`config.mk`:
```
export PLATFORM = sky130hd
export DESIGN_NAME = mem_delay_arbiter
export DESIGN_NICKNAME = d
export VERILOG_FILES = /design/src/rtl/mem_arb_pkg.sv /design/src/rtl/mem_delay_cnt.sv /design/src/rtl/mem_delay_arbiter.sv
export SDC_FILE = /design/constraint.sdc
export NUM_CORES = 1
export LEC_CHECK = 0
export CORE_MARGIN = 8
export CORE_UTILIZATION = 46
export CTS_BUF_LIST = sky130_fd_sc_hd__clkbuf_8
export DETAILED_ROUTE_END_ITERATION = 7
export PLACE_DENSITY = 0.95
export SKIP_LAST_GASP = 1
export SYNTH_ARGS = -nofsm -noshare
export SYNTH_HDL_FRONTEND = slang
export SYNTH_SLANG_ARGS = --single-unit
```
`constraint.sdc`:
```
create_clock -name clk -period 2.39 [get_ports clk]
set_input_delay 0.478 -clock clk [delete_from_list [all_inputs] [get_ports clk]]
set_output_delay 0.478 -clock clk [all_outputs]
set_load 0.03 [all_outputs]
```
`src/rtl/mem_arb_pkg.sv`:
```
// Shared types and constants for the memory delay arbiter.
//   arb_state_t : arbiter FSM states
//   arb_owner_t : which requester owns the in-flight transaction
//   LFSR_SEED   : reset value of the optional random-delay LFSR
//   lfsr_next   : one step of the x^8+x^6+x^5+x^4+1 Fibonacci LFSR
package mem_arb_pkg;

    typedef enum logic [1:0] {
        IDLE,
        WAIT,
        ACCESS,
        RESP
    } arb_state_t;

    typedef enum logic {
        OWN_IFU,
        OWN_LSU
    } arb_owner_t;

    localparam logic [7:0] LFSR_SEED = 8'hA5;

    function automatic logic [7:0] lfsr_next(input logic [7:0] s);
        return {s[6:0], s[7] ^ s[5] ^ s[4] ^ s[3]};
    endfunction

endpackage

```
`src/rtl/mem_delay_cnt.sv`:
```
// Wait-cycle down-counter for the arbiter.
//   clk, rst_n : clock, async active-low reset
//   load       : load load_val (has priority over dec)
//   load_val   : value to load
//   dec        : decrement by one; held at zero, never wraps
//   value      : current count
//   zero       : registered flag, high when value == 0
module mem_delay_cnt #(
    parameter int unsigned W = 5
) (
    input  logic         clk,
    input  logic         rst_n,
    input  logic         load,
    input  logic [W-1:0] load_val,
    input  logic         dec,
    output logic [W-1:0] value,
    output logic         zero
);

    // Count register with a zero flag tracked alongside it
    always_ff @(posedge clk or negedge rst_n) begin
        if (!rst_n) begin
            value <= '0;
            zero  <= 1'b1;
        end else if (load) begin
            value <= load_val;
            zero  <= (load_val == '0);
        end else if (dec && !zero) begin
            value <= value - W'(1);
            zero  <= (value == W'(1));
        end
    end

endmodule

```
`src/rtl/mem_delay_arbiter.sv`:
```
// Shares one single-port memory between IFU fetches and LSU loads/stores,
// inserting a programmable number of wait cycles per transaction.
//   cfg_delay           : wait cycles per transaction, sampled at accept
//   ifu_req_* / ifu_rsp_*: IFU read request handshake and one-cycle response
//   lsu_req_* / lsu_rsp_*: LSU load/store request handshake and one-cycle response
//   mem_*               : single-cycle memory access strobe and latched fields
// Latency: accept in cycle T -> mem_en in T+1+d -> rsp_valid in T+2+d.
// Optional macro MEM_DELAY_RAND_EN: delay = lfsr[DLY_W-1:0] & cfg_delay,
// with an 8-bit LFSR seeded at reset and advancing every cycle.
module mem_delay_arbiter
    import mem_arb_pkg::*;
#(
    parameter int unsigned ADDR_W = 32,
    parameter int unsigned DATA_W = 32,
    parameter int unsigned DLY_W  = 5
) (
    input  logic                clk,
    input  logic                rst_n,
    input  logic [DLY_W-1:0]    cfg_delay,
    input  logic                ifu_req_valid,
    output logic                ifu_req_ready,
    input  logic [ADDR_W-1:0]   ifu_req_addr,
    output logic                ifu_rsp_valid,
    output logic [DATA_W-1:0]   ifu_rsp_data,
    input  logic                lsu_req_valid,
    output logic                lsu_req_ready,
    input  logic                lsu_req_wen,
    input  logic [ADDR_W-1:0]   lsu_req_addr,
    input  logic [DATA_W-1:0]   lsu_req_wdata,
    input  logic [DATA_W/8-1:0] lsu_req_wmask,
    output logic                lsu_rsp_valid,
    output logic [DATA_W-1:0]   lsu_rsp_data,
    output logic                mem_en,
    output logic                mem_wen,
    output logic [ADDR_W-1:0]   mem_addr,
    output logic [DATA_W-1:0]   mem_wdata,
    output logic [DATA_W/8-1:0] mem_wmask,
    input  logic [DATA_W-1:0]   mem_rdata
);

    arb_state_t       state, state_next;
    arb_owner_t       owner, last_grant;
    logic             grant_ifu_c, grant_lsu_c, accept_c;
    logic [DLY_W-1:0] delay_c, cnt_load_val_c, cnt_value;
    logic             cnt_load_c, cnt_dec_c, cnt_zero;

    // Round-robin grant, only offered while idle; IFU wins when LSU went last
    assign grant_ifu_c = (state == IDLE) && ifu_req_valid &&
                         (!lsu_req_valid || (last_grant == OWN_LSU));
    assign grant_lsu_c = (state == IDLE) && lsu_req_valid &&
                         (!ifu_req_valid || (last_grant == OWN_IFU));
    assign accept_c      = grant_ifu_c || grant_lsu_c;
    assign ifu_req_ready = grant_ifu_c;
    assign lsu_req_ready = grant_lsu_c;

`ifdef MEM_DELAY_RAND_EN
    logic [7:0] lfsr;

    // Free-running LFSR used to randomise the per-transaction delay
    always_ff @(posedge clk or negedge rst_n) begin
        if (!rst_n) begin
            lfsr <= LFSR_SEED;
        end else begin
            lfsr <= lfsr_next(lfsr);
        end
    end

    assign delay_c = lfsr[DLY_W-1:0] & cfg_delay;
`else
    assign delay_c = cfg_delay;
`endif

    mem_delay_cnt #(
        .W (DLY_W)
    ) u_cnt (
        .clk      (clk),
        .rst_n    (rst_n),
        .load     (cnt_load_c),
        .load_val (cnt_load_val_c),
        .dec      (cnt_dec_c),
        .value    (cnt_value),
        .zero     (cnt_zero)
    );

    // Next state; WAIT spans exactly d cycles, so d=0 goes straight to ACCESS
    always_comb begin
        state_next     = state;
        cnt_load_c     = 1'b0;
        cnt_load_val_c = '0;
        cnt_dec_c      = 1'b0;
        case (state)
            IDLE: begin
                if (accept_c) begin
                    cnt_load_c = 1'b1;
                    if (delay_c == '0) begin
                        state_next = ACCESS;
                    end else begin
                        state_next     = WAIT;
                        cnt_load_val_c = delay_c - DLY_W'(1);
                    end
                end
            end
            WAIT: begin
                if (cnt_zero) begin
                    state_next = ACCESS;
                end else begin
                    cnt_dec_c = (cnt_value != '0);
                end
            end
            ACCESS:  state_next = RESP;
            RESP:    state_next = IDLE;
            default: state_next = IDLE;
        endcase
    end

    // State, latched request fields and registered responses
    always_ff @(posedge clk or negedge rst_n) begin
        if (!rst_n) begin
            state         <= IDLE;
            owner         <= OWN_IFU;
            last_grant    <= OWN_LSU;
            mem_en        <= 1'b0;
            mem_wen       <= 1'b0;
            mem_addr      <= '0;
            mem_wdata     <= '0;
            mem_wmask     <= '0;
            ifu_rsp_valid <= 1'b0;
            ifu_rsp_data  <= '0;
            lsu_rsp_valid <= 1'b0;
            lsu_rsp_data  <= '0;
        end else begin
            state  <= state_next;
            mem_en <= (state_next == ACCESS);
            if (accept_c) begin
                owner      <= grant_lsu_c ? OWN_LSU : OWN_IFU;
                last_grant <= grant_lsu_c ? OWN_LSU : OWN_IFU;
                mem_wen    <= grant_lsu_c && lsu_req_wen;
                mem_addr   <= grant_lsu_c ? lsu_req_addr : ifu_req_addr;
                mem_wdata  <= grant_lsu_c ? lsu_req_wdata : '0;
                mem_wmask  <= grant_lsu_c ? lsu_req_wmask : '0;
            end
            ifu_rsp_valid <= (state == ACCESS) && (owner == OWN_IFU);
            lsu_rsp_valid <= (state == ACCESS) && (owner == OWN_LSU);
            if (state == ACCESS) begin
                if (owner == OWN_IFU) begin
                    ifu_rsp_data <= mem_rdata;
                end else begin
                    lsu_rsp_data <= mem_wen ? '0 : mem_rdata;
                end
            end
        end
    end

endmodule
```
==> key figures <==
Place
  • HPWL Detailed: roughly 14 mm
  • Number of port buffers: 279
  • Dpl cell area: approximately 9000 um2
  • RePlAce Congestion: between 0.7 and 0.8
  • Placed insts: approximately 970

Critical path
  • Crit-path max FO: 6
  • WP data arrival: 1.66 ns
  • Data required, critical path: ~1.9 ns
  • RR Startpoint: state[1]
  • FF-to-FF End: lsu_rsp_data[21]
  • Worst R2R Setup Slack: approximately 0.38 ns
  • Critical path endpoint category: primary output
  • Reg2Reg Depth: 3
  • Crit Path Class: reg -> out
  • Type of element launching the critical path: register

Synthesis
  • Ys flop type: dfrtp_1
  • Post-synth top area cell: dfrtp_1
  • Top cells by area, synth: dfrtp_1, nand2_1, mux2_2, a22o_1, a31oi_1
  • FFs w/ async S/R, synth: 100.0%
  • Synthesized net count: a little under 700
  • Synthesized area: around 6000 um2
  • Syn_area_per_cell: between 10 and 15 um2
  • Top-area cell type share of the netlist area: 60.25%
  • Register area share after synthesis: about three fifths
  • Post-synth EDFFs: 0
  • Ys Warns: 0
  • Synth Instances: around 540
  • Yosys cell types: between 40 and 50
  • #FFs+latches synth: around 150

STA
  • Slew Limit Fails: 0
  • Fin crit period: roughly 2.1 ns
  • Final Hold Viols: 0
  • Fmax: between 400 and 500 MHz
  • Crit share post-route: approximately nine tenths
  • Endpoints failing setup: 0
  • Fin Setup TNS: 0 ns
  • Clock Skew: ~0.014 ns
  • Slew margin rel.: between 30% and 40%
  • Worst-Margin Slew: between 1 and 1.5 ns
  • Unrepaired setup endpoints after global routing: no

Routing
  • Final WL: around 19 mm
  • Vias: ~5100
  • Initial DRT Pass Iterations: 5
  • Initial detailed-routing violation count: between 300 and 400
  • # DRC: 0
  • DR WL/cell: about 19 um
  • Remaining antenna violation count after routing: 0
  • Via density: ~5.1

Global route
  • Largest net degree at the start of global routing: 66
  • Vias in the first global route: between 5000 and 6000
  • Total gr overflow: 0
  • First-pass GRT wire length: approximately 29 mm
  • Total Routing Usage GR: 22.70%
  • Initial antenna violation count: 1

Power and ir drop
  • Leakage power: roughly 0.0040 uW
  • Worst VDD drop: 0.8169 mV
  • PD cells: 1469 nW/um2

Worst hold path
  • Tightest Hold Check Type: reg -> reg
  • Min-delay src: lsu_rsp_data[2]
  • Hold EP: lsu_rsp_data[2]
  • Hold depth: 2

Die
  • Core Region: between 10000 and 15000 um2
  • Die width: 130.0 um
  • Initial Utilization: 47.20%
  • Die area: about 17000 um2
  • Row cnt: 41
  • I/O pin count: 280
  • Die height: approximately 130 um

CTS
  • Postcts setup bufs: 0
  • CTS max path bufs: 2
  • CTS tree: done
  • CTS buffer count: 17
  • H-tree depth: 4
  • Clock Latency Late Sink: between 0.4 and 0.5 ns
  • CTS Hold Bufs: 1
  • Root buffer cell: clkbuf_8
  • Clk slew on worst S/H paths: 0.09 ns
  • PostCTS Resize Cnt: 0
  • Clk sinks: between 100 and 150

Cells and area
  • Final instance area: ~9400 um2
  • Final non-filler cell total: between 900 and 1000
  • Layout cells sized above 1: ~11%
  • Util after Layout: about 74%
  • Diodes inserted: 0
  • Layout area overhead: 57.24%
  • Final nets: 960

Job
  • # Max-Cap Violations: 0

Outcome
  • Status: completed
-- power breakdown --
group	switching (uW)	internal, uW	total, uW
Sequential	722	3670	4390
Combinational	4290	3250	7540
Clock	1030	853	1880
-- state kept, by name, indices dropped and copies added (netlist names) --
| register | count |
|---|---|
| state | 2 |
| mem_addr | 32 |
| lsu_rsp_valid | 1 |
| u_cnt.value | 5 |
| ifu_rsp_data | 32 |
| owner | 1 |
| mem_wdata | 32 |
| u_cnt.zero | 1 |
| last_grant | 1 |
| lsu_rsp_data | 32 |
| mem_wmask | 4 |
| mem_wen | 1 |
| mem_en | 1 |
| ifu_rsp_valid | 1 |
-- Yosys cell counts (2+ instances only) --
cell	n
o21a_1	2
nor3_1	2
buf_2	15
dfstp_2	2
ha_1	4
mux2_2	32
buf_4	3
dfrtp_1	144
o21ai_0	31
o21ai_1	2
nand2_1	101
o221ai_1	2
nor2_1	34
a31oi_1	35
a22o_1	37
nand3_1	5
buf_6	2
inv_1	7
a21oi_1	4
o22ai_1	2
xnor2_1	3
nand2b_1	33
clkbuf_1	14
-- area by class of cell --
cell class / instances / area [um2]
Clock buffer: 17 / 234.0
Clock inverter: 15 / 148.9
Fill cell: 843 / 3267
Inverter: 8 / 30.03
Multi-Input combinational cell: 348 / 2136
Sequential cell: 146 / 3656
Tap cell: 172 / 215.2
Timing Repair Buffer: 293 / 2984
-- worst max path at each step --
stage / startpoint / endpoint / cells past startpoint
floorplan: state[1] / ifu_req_ready / 3
global placement: cfg_delay[0] / mem_en / 7
detailed placement: cfg_delay[0] / u_cnt.zero / 7
CTS: state[1] / ifu_req_ready / 4
global route: state[1] / ifu_req_ready / 4
finish: state[1] / ifu_req_ready / 4
-- through the flow --
stage	total power (uW)	hold WS [ns]	setup WS, ns
after floorplan	8611	0.1824	0.7246
after global placement	11740	0.4117	0.2972
after detailed placement	12010	0.4173	0.2172
after CTS	13960	0.4775	0.1972
after global routing	14610	0.5134	0.1113
final	13810	0.4889	0.2481
-- critical path: stages, from the launching register on --
cell and delay [ns]:
dfrtp_1 0.48, nor2_4 0.24, nand2_1 0.07, a21oi_1 0.26, buf_12 0.17
-- cell families (layout without fill, tap and decap cells) --
| logic type | count (synthesis) | in the layout | synth area share (%) |
|---|---|---|---|
| adder cells (fa/ha/maj) | 4 | 4 | 0.8369 |
| buffers and inverters | 42 | 333 | 3.389 |
| AND/OR/NAND/NOR | 188 | 188 | 14.25 |
| XOR/XNOR | 3 | 3 | 0.4394 |
| multiplexers | 33 | 33 | 6.213 |
| flip-flops | 146 | 146 | 61.13 |
| AO/OA/AOI/OAI | 120 | 120 | 13.74 |
-- metal layers --
| layer | share of wire [%] | vias to the layer above | GRT usage [%] |
|---|---|---|---|
| met3 | 9.9 | 30 | 8.731 |
| met1 | 38 | 2475 | 24.85 |
| met2 | 50 | 227 | 39.21 |
| met5 | 0.054 | - | 0 |
| met4 | 2.0 | 2 | 8.402 |
| li1 | - | 2406 | - |
-- layout by cell type, fill, tap and decap left out, types with 3 or more instances in the layout --
master           netlist  layout
clkbuf_8               0      17
inv_1                  7       7
nor2_1                34      34
o21ai_0               31      31
clkinv_4               0       4
nand2b_1              33      33
mux2_2                32      32
nand2_1              101     101
dfrtp_1              144     144
ha_1                   4       4
a31oi_1               35      35
a22o_1                37      37
inv_6                  0       6
clkdlybuf4s50_1        0     276
buf_12                 0       7
nand3_1                5       5
a21oi_1                4       4
buf_4                  3       8
xnor2_1                3       3
Note: power is estimated with default switching activity, not from simulation.
